### src/rtl/regfile_sequencer_if.sv
// rtl/regfile_sequencer_if.sv - issue, register-file and ALU signals of the register-file sequencer
interface regfile_sequencer_if #(
  parameter int ADDR_W = 3,
  parameter int OPC_W  = 4
);
  logic              instr_valid;
  logic              instr_ready;
  logic [OPC_W-1:0]  instr_opc;
  logic [ADDR_W-1:0] instr_sa;
  logic [ADDR_W-1:0] instr_sb;
  logic [ADDR_W-1:0] instr_dr;
  logic              instr_wb;
  logic [ADDR_W-1:0] sa;
  logic [ADDR_W-1:0] sb;
  logic [ADDR_W-1:0] dr;
  logic              ld;
  logic [OPC_W-1:0]  alu_op;
  logic              alu_start;
  logic              alu_done;
  logic              done;
  logic              err;

  modport master (
    output instr_valid, instr_opc, instr_sa, instr_sb, instr_dr, instr_wb, alu_done,
    input  instr_ready, sa, sb, dr, ld, alu_op, alu_start, done, err
  );

  modport slave (
    input  instr_valid, instr_opc, instr_sa, instr_sb, instr_dr, instr_wb, alu_done,
    output instr_ready, sa, sb, dr, ld, alu_op, alu_start, done, err
  );
endinterface

### src/rtl/regfile_sequencer.sv
// rtl/regfile_sequencer.sv - multi-cycle read/exec/write controller for the 8x8 register file and ALU
// Optional macro REGSEQ_R0_ZERO_EN makes register 0 read-only (write-back to DR==0 suppressed).
module regfile_sequencer #(
  parameter int ADDR_W  = 3,
  parameter int OPC_W   = 4,
  parameter int TIMEOUT = 15
) (
  input logic               clk,
  input logic               rst_n,
  regfile_sequencer_if.slave bus
);

  typedef enum logic [1:0] {
    S_IDLE  = 2'd0,
    S_READ  = 2'd1,
    S_EXEC  = 2'd2,
    S_WRITE = 2'd3
  } state_t;

  localparam logic [7:0] TIMEOUT_C = 8'(TIMEOUT);

  state_t            state, state_n;
  logic [ADDR_W-1:0] sa_q, sa_n;
  logic [ADDR_W-1:0] sb_q, sb_n;
  logic [ADDR_W-1:0] dr_q, dr_n;
  logic [OPC_W-1:0]  op_q, op_n;
  logic              wb_q, wb_n;
  logic [7:0]        cnt_q, cnt_n;
  logic              ld_q, ld_n;
  logic              start_q, start_n;
  logic              done_q, done_n;
  logic              err_q, err_n;
  logic              wr_en;

`ifdef REGSEQ_R0_ZERO_EN
  assign wr_en = wb_q && (dr_q != '0);
`else
  assign wr_en = wb_q;
`endif

  always_ff @(posedge clk or negedge rst_n) begin
    if (!rst_n) begin
      state   <= S_IDLE;
      sa_q    <= '0;
      sb_q    <= '0;
      dr_q    <= '0;
      op_q    <= '0;
      wb_q    <= 1'b0;
      cnt_q   <= '0;
      ld_q    <= 1'b0;
      start_q <= 1'b0;
      done_q  <= 1'b0;
      err_q   <= 1'b0;
    end else begin
      state   <= state_n;
      sa_q    <= sa_n;
      sb_q    <= sb_n;
      dr_q    <= dr_n;
      op_q    <= op_n;
      wb_q    <= wb_n;
      cnt_q   <= cnt_n;
      ld_q    <= ld_n;
      start_q <= start_n;
      done_q  <= done_n;
      err_q   <= err_n;
    end
  end

  // Pulse outputs are computed one state ahead so they are registered in the state they belong to.
  always_comb begin
    state_n = state;
    sa_n    = sa_q;
    sb_n    = sb_q;
    dr_n    = dr_q;
    op_n    = op_q;
    wb_n    = wb_q;
    cnt_n   = cnt_q;
    ld_n    = 1'b0;
    start_n = 1'b0;
    done_n  = 1'b0;
    err_n   = err_q;
    case (state)
      S_IDLE: begin
        if (bus.instr_valid) begin
          sa_n    = bus.instr_sa;
          sb_n    = bus.instr_sb;
          dr_n    = bus.instr_dr;
          op_n    = bus.instr_opc;
          wb_n    = bus.instr_wb;
          start_n = 1'b1;
          state_n = S_READ;
        end
      end
      S_READ: begin
        cnt_n   = '0;
        state_n = S_EXEC;
      end
      S_EXEC: begin
        // A result arriving on the timeout cycle still retires normally.
        if (bus.alu_done) begin
          ld_n    = wr_en;
          done_n  = 1'b1;
          state_n = S_WRITE;
        end else begin
          cnt_n = cnt_q + 8'd1;
          if (cnt_n == TIMEOUT_C) begin
            err_n   = 1'b1;
            done_n  = 1'b1;
            state_n = S_IDLE;
          end
        end
      end
      S_WRITE: begin
        state_n = S_IDLE;
      end
      default: begin
        state_n = S_IDLE;
      end
    endcase
  end

  assign bus.instr_ready = (state == S_IDLE);
  assign bus.sa          = sa_q;
  assign bus.sb          = sb_q;
  assign bus.dr          = dr_q;
  assign bus.ld          = ld_q;
  assign bus.alu_op      = op_q;
  assign bus.alu_start   = start_q;
  assign bus.done        = done_q;
  assign bus.err         = err_q;

endmodule
### src/flat_wrapper.sv
// flat-port wrapper written by rule: the top's interface ports become plain ports
module regfile_sequencer_flat 
#(
  parameter int ADDR_W  = 3,
  parameter int OPC_W   = 4,
  parameter int TIMEOUT = 15
)
  (clk, rst_n, bus_instr_valid, bus_instr_opc, bus_instr_sa, bus_instr_sb, bus_instr_dr, bus_instr_wb, bus_alu_done, bus_instr_ready, bus_sa, bus_sb, bus_dr, bus_ld, bus_alu_op, bus_alu_start, bus_done, bus_err);
  regfile_sequencer_if #(.ADDR_W(ADDR_W), .OPC_W(OPC_W)) bus_i ();
  input logic clk;
  input logic rst_n;
  input wire logic [$bits(bus_i.instr_valid)-1:0] bus_instr_valid;
  input wire logic [$bits(bus_i.instr_opc)-1:0] bus_instr_opc;
  input wire logic [$bits(bus_i.instr_sa)-1:0] bus_instr_sa;
  input wire logic [$bits(bus_i.instr_sb)-1:0] bus_instr_sb;
  input wire logic [$bits(bus_i.instr_dr)-1:0] bus_instr_dr;
  input wire logic [$bits(bus_i.instr_wb)-1:0] bus_instr_wb;
  input wire logic [$bits(bus_i.alu_done)-1:0] bus_alu_done;
  output wire logic [$bits(bus_i.instr_ready)-1:0] bus_instr_ready;
  output wire logic [$bits(bus_i.sa)-1:0] bus_sa;
  output wire logic [$bits(bus_i.sb)-1:0] bus_sb;
  output wire logic [$bits(bus_i.dr)-1:0] bus_dr;
  output wire logic [$bits(bus_i.ld)-1:0] bus_ld;
  output wire logic [$bits(bus_i.alu_op)-1:0] bus_alu_op;
  output wire logic [$bits(bus_i.alu_start)-1:0] bus_alu_start;
  output wire logic [$bits(bus_i.done)-1:0] bus_done;
  output wire logic [$bits(bus_i.err)-1:0] bus_err;
  assign bus_i.instr_valid = bus_instr_valid;
  assign bus_i.instr_opc = bus_instr_opc;
  assign bus_i.instr_sa = bus_instr_sa;
  assign bus_i.instr_sb = bus_instr_sb;
  assign bus_i.instr_dr = bus_instr_dr;
  assign bus_i.instr_wb = bus_instr_wb;
  assign bus_i.alu_done = bus_alu_done;
  assign bus_instr_ready = bus_i.instr_ready;
  assign bus_sa = bus_i.sa;
  assign bus_sb = bus_i.sb;
  assign bus_dr = bus_i.dr;
  assign bus_ld = bus_i.ld;
  assign bus_alu_op = bus_i.alu_op;
  assign bus_alu_start = bus_i.alu_start;
  assign bus_done = bus_i.done;
  assign bus_err = bus_i.err;
  regfile_sequencer #(.ADDR_W(ADDR_W), .OPC_W(OPC_W), .TIMEOUT(TIMEOUT)) u_core (.clk(clk), .rst_n(rst_n), .bus(bus_i));
endmodule
### config.mk
export PLATFORM = sky130hd
export DESIGN_NAME = regfile_sequencer_flat
export DESIGN_NICKNAME = d
export VERILOG_FILES = /design/src/rtl/regfile_sequencer_if.sv /design/src/rtl/regfile_sequencer.sv /design/src/flat_wrapper.sv
export SDC_FILE = /design/constraint.sdc
export NUM_CORES = 1
export LEC_CHECK = 0
export CAP_MARGIN = 10
export CORE_UTILIZATION = 48
export DETAILED_ROUTE_END_ITERATION = 10
export PLACE_DENSITY = 0.8
export SETUP_SLACK_MARGIN = 0.1
export SLEW_MARGIN = 30
export SYNTH_ARGS = -nofsm -noshare
export SYNTH_HDL_FRONTEND = slang
export SYNTH_SLANG_ARGS = --single-unit
### constraint.sdc
create_clock -name clk -period 2.89 [get_ports clk]
set_input_delay 0.867 -clock clk [delete_from_list [all_inputs] [get_ports clk]]
set_output_delay 0.867 -clock clk [all_outputs]
set_load 0.01 [all_outputs]
==> summary.md <==
| Metric | Value |
|---|---|
| Initial Util | 51.0% |
| Worst-skew pair later-pin latency | 340 ps |
| Slowest CP cell | clkdlybuf4s50_1 |
| Vias/cell | 5.72 |
| Ys async rst share | 100% |
| Gpl congestion | 0.796 |
| Post-synth EDFFs | 0 |
| Status | finished, final reports clean |
| First-pass DRT Iterations | 4 |
| Fmax | 393 MHz |
| Worst path max stage delay | 580 ps |
| Total chip power | 1.54 mW |
| Yosys top cell area share | 49.9% |
| P per Cell Area | 854 mW/mm2 |
| Share of layout cells above drive strength 1 | 9.32% |
| H-tree depth | 1 |
| LEAKAGE | 0.742 nW |
| Slew headroom | 70.8% |
| Ys flop type | dfrtp_1 |
| Vias | 1,099 |
| DIE AREA | 0.00315 mm2 |
| Clock Path Buffers | 2 |
| Req. time, crit path | 2020 ps |
| Synthesized cell area | 0.00141 mm2 |
| Final Cell Area | 0.00180 mm2 |
| First-pass GRT wire length | 5030 um |
| # setup viols final | 0 |
| Cells resized by post-CTS repair | 0 |
| Fillers | 231 |
| Hold-fix buffers, CTS | 0 |
| Clk sinks | 28 |
| Io pins | 36 |
| Max Cap Viol | 0 |
| Critical path class | flop to primary output |
| # Post-CTS Setup Buffers | 0 |
| CP delay by family, top | buffers and inverters |
| Reg clk slew, reported paths | 160 ps |
| IO Port Bufs | 35 |
| Critical Path Fanout Max | 12 |
| DR WL/cell | 14.8 um |
| Synth top cells by count | dfrtp_1, mux2_1, nand2_1 |
| Post-DP HPWL | 2020 um |
| Number of synthesized register bits | 28 |
| Most common cell in the netlist | dfrtp_1 |
| Num CTS Buffers | 3 |
| Worst slew pin tran | 437 ps |
| 1st-iter DRT viols | 69 |
| Final Max Slew Viols | 0 |
| Min-Delay Path Class | flop to flop |
| Clock Tree Root | clkbuf_4 |
| Die Y | 56.1 um |
| CTS tree | yes |
| Fin nets | 182 |
| Tmin final | 2540 ps |
| Critical Path End Type | primary output |
| Initial antenna violation count | 0 |
| Worst path arrival time | 1680 ps |
| Total Wirelength | 2830 um |
| Dpl cell area | 0.00175 mm2 |
| CP startpoint kind | flop |
| Layout area overhead | 28.0% |
| Clock skew | 7.09 ps |
| Post-synth net total | 150 |
| FP Rows | 19 |
| Yosys warns | 0 |
| Count of different cell masters after synthesis | 35 |
| Chip Width | 56.1 um |
| Final ANT Viol Nets | 0 |
| Total gr overflow | 0 |
| Gr usage total | 20.3% |
| Buf/Inv on CP | 1 |
| Post-Synthesis Cells | 130 |
| Sequential cell area fraction in the yosys report | 49.9% |
| Final Cycle Share | 88.0% |
| Synth area leaders | dfrtp_1, mux2_1, nand2_1, a21oi_1, a32o_1 |
| CORE AREA | 0.00276 mm2 |
| N_diodes | 0 |
| Total negative slack | 0 ps |
| Worst-path cell chain | nor2_1, clkdlybuf4s50_1 |
| RSZ-0062 raised after global routing | false |
| Synth area leader | dfrtp_1 |
| Vias in the first global route | 1,138 |
| Syn Area/Cell | 10.8 um2 |
| Largest net degree at the start of global routing | 29 |
| Worst vdd ir | 574 uV |
| DRC | 0 |
| Hold Violations, Final | 0 |
worst reg2reg max path, cell delays in order, from the launching register on:
cell and delay (ps):
dfrtp_1 510, ha_1 310, and3_4 230, a311oi_2 260, a31oi_1 80, or4b_4 540
o31a_1 250
area by class of cell:
| cell class | count | area [um2] | share of cell area, % |
|---|---|---|---|
| timing repair buffer | 38 | 373 | 20.7 |
| sequential | 28 | 701 | 39.0 |
| inverter | 5 | 18.8 | 1.04 |
| clock buffer | 3 | 22.5 | 1.25 |
| tap | 31 | 38.8 | 2.16 |
| multi-input combinational | 86 | 614 | 34.2 |
| clock inverter | 1 | 30.0 | 1.67 |
where the power goes:
part           switching (mW)  internal [mW]
Combinational           0.282          0.349
Clock                   0.122          0.140
Sequential              0.113          0.529
Total                   0.517           1.02
worst paths after layout:
kind	to	slack, ps	cells after the start	startpoint
setup / recovery	bus_instr_ready	350	2	u_core.state[1]
hold / removal	u_core.bus.err	490	2	u_core.bus.err
setup reg to reg	u_core.state[1]	630	6	u_core.cnt_q[0]
hold reg to reg	u_core.bus.err	490	2	u_core.bus.err
max in group asynchronous	u_core.state[0]	1750	2	rst_n
min in group asynchronous	u_core.state[1]	880	2	rst_n
registers in the layout (all words and copies together) (netlist names):
signal and cells:
u_core.bus.alu_op 4, u_core.bus.alu_start 1, u_core.bus.done 1, u_core.bus.dr 3, u_core.bus.err 1, u_core.bus.ld 1, u_core.bus.sa 3, u_core.bus.sb 3
u_core.cnt_q 8, u_core.state 2, u_core.wb_q 1
cell families (layout without fill, tap and decap cells):
kind of cell / Yosys count / in the layout / synth area share, %
xor gates and xnor gates: 3 / 3 / 1.87
muxes: 16 / 16 / 12.7
DFF: 28 / 28 / 49.9
adders and majority gates: 2 / 2 / 1.78
AOI/OAI and AO/OA: 25 / 25 / 12.4
and+or+nand+nor: 40 / 40 / 15.0
buffers and inverters: 16 / 47 / 6.41
cell usage in the layout, fill, tap and decap left out, drive strengths merged, types with 2 or more instances in the layout:
cell type / instances
dfrtp: 28
inv: 5
nor2: 6
a31oi: 2
mux2: 15
nand3: 4
clkdlybuf4s50: 35
or4b: 3
nor3: 5
o21ai: 5
nand2: 14
xor2: 3
and3: 2
a32o: 3
nand4: 3
ha: 2
buf: 3
clkbuf: 3
a21oi: 9
metrics by stage:
stage	cells	hold WS (ps)	util (%)	worst slack (ps)
final	192	488	65.2	347
after global routing	192	516	65.2	242
after CTS	192	491	65.2	331
after detailed placement	188	454	63.3	420
after global placement	188	461	63.3	462
after floorplan	130	458	-	825
routing by layer:
layer / track usage, % / part of all wire [%] / vias up / wire length [um]
li1: - / - / 531 / -
met1: 25.0 / 42 / 523 / 1200
met2: 33.2 / 48 / 42 / 1370
met3: 5.81 / 8.1 / 3 / 229
met4: 9.06 / 1.2 / 0 / 34
met5: 0 / 0 / - / 0
No activity file was read; power rests on OpenSTA's default activity.
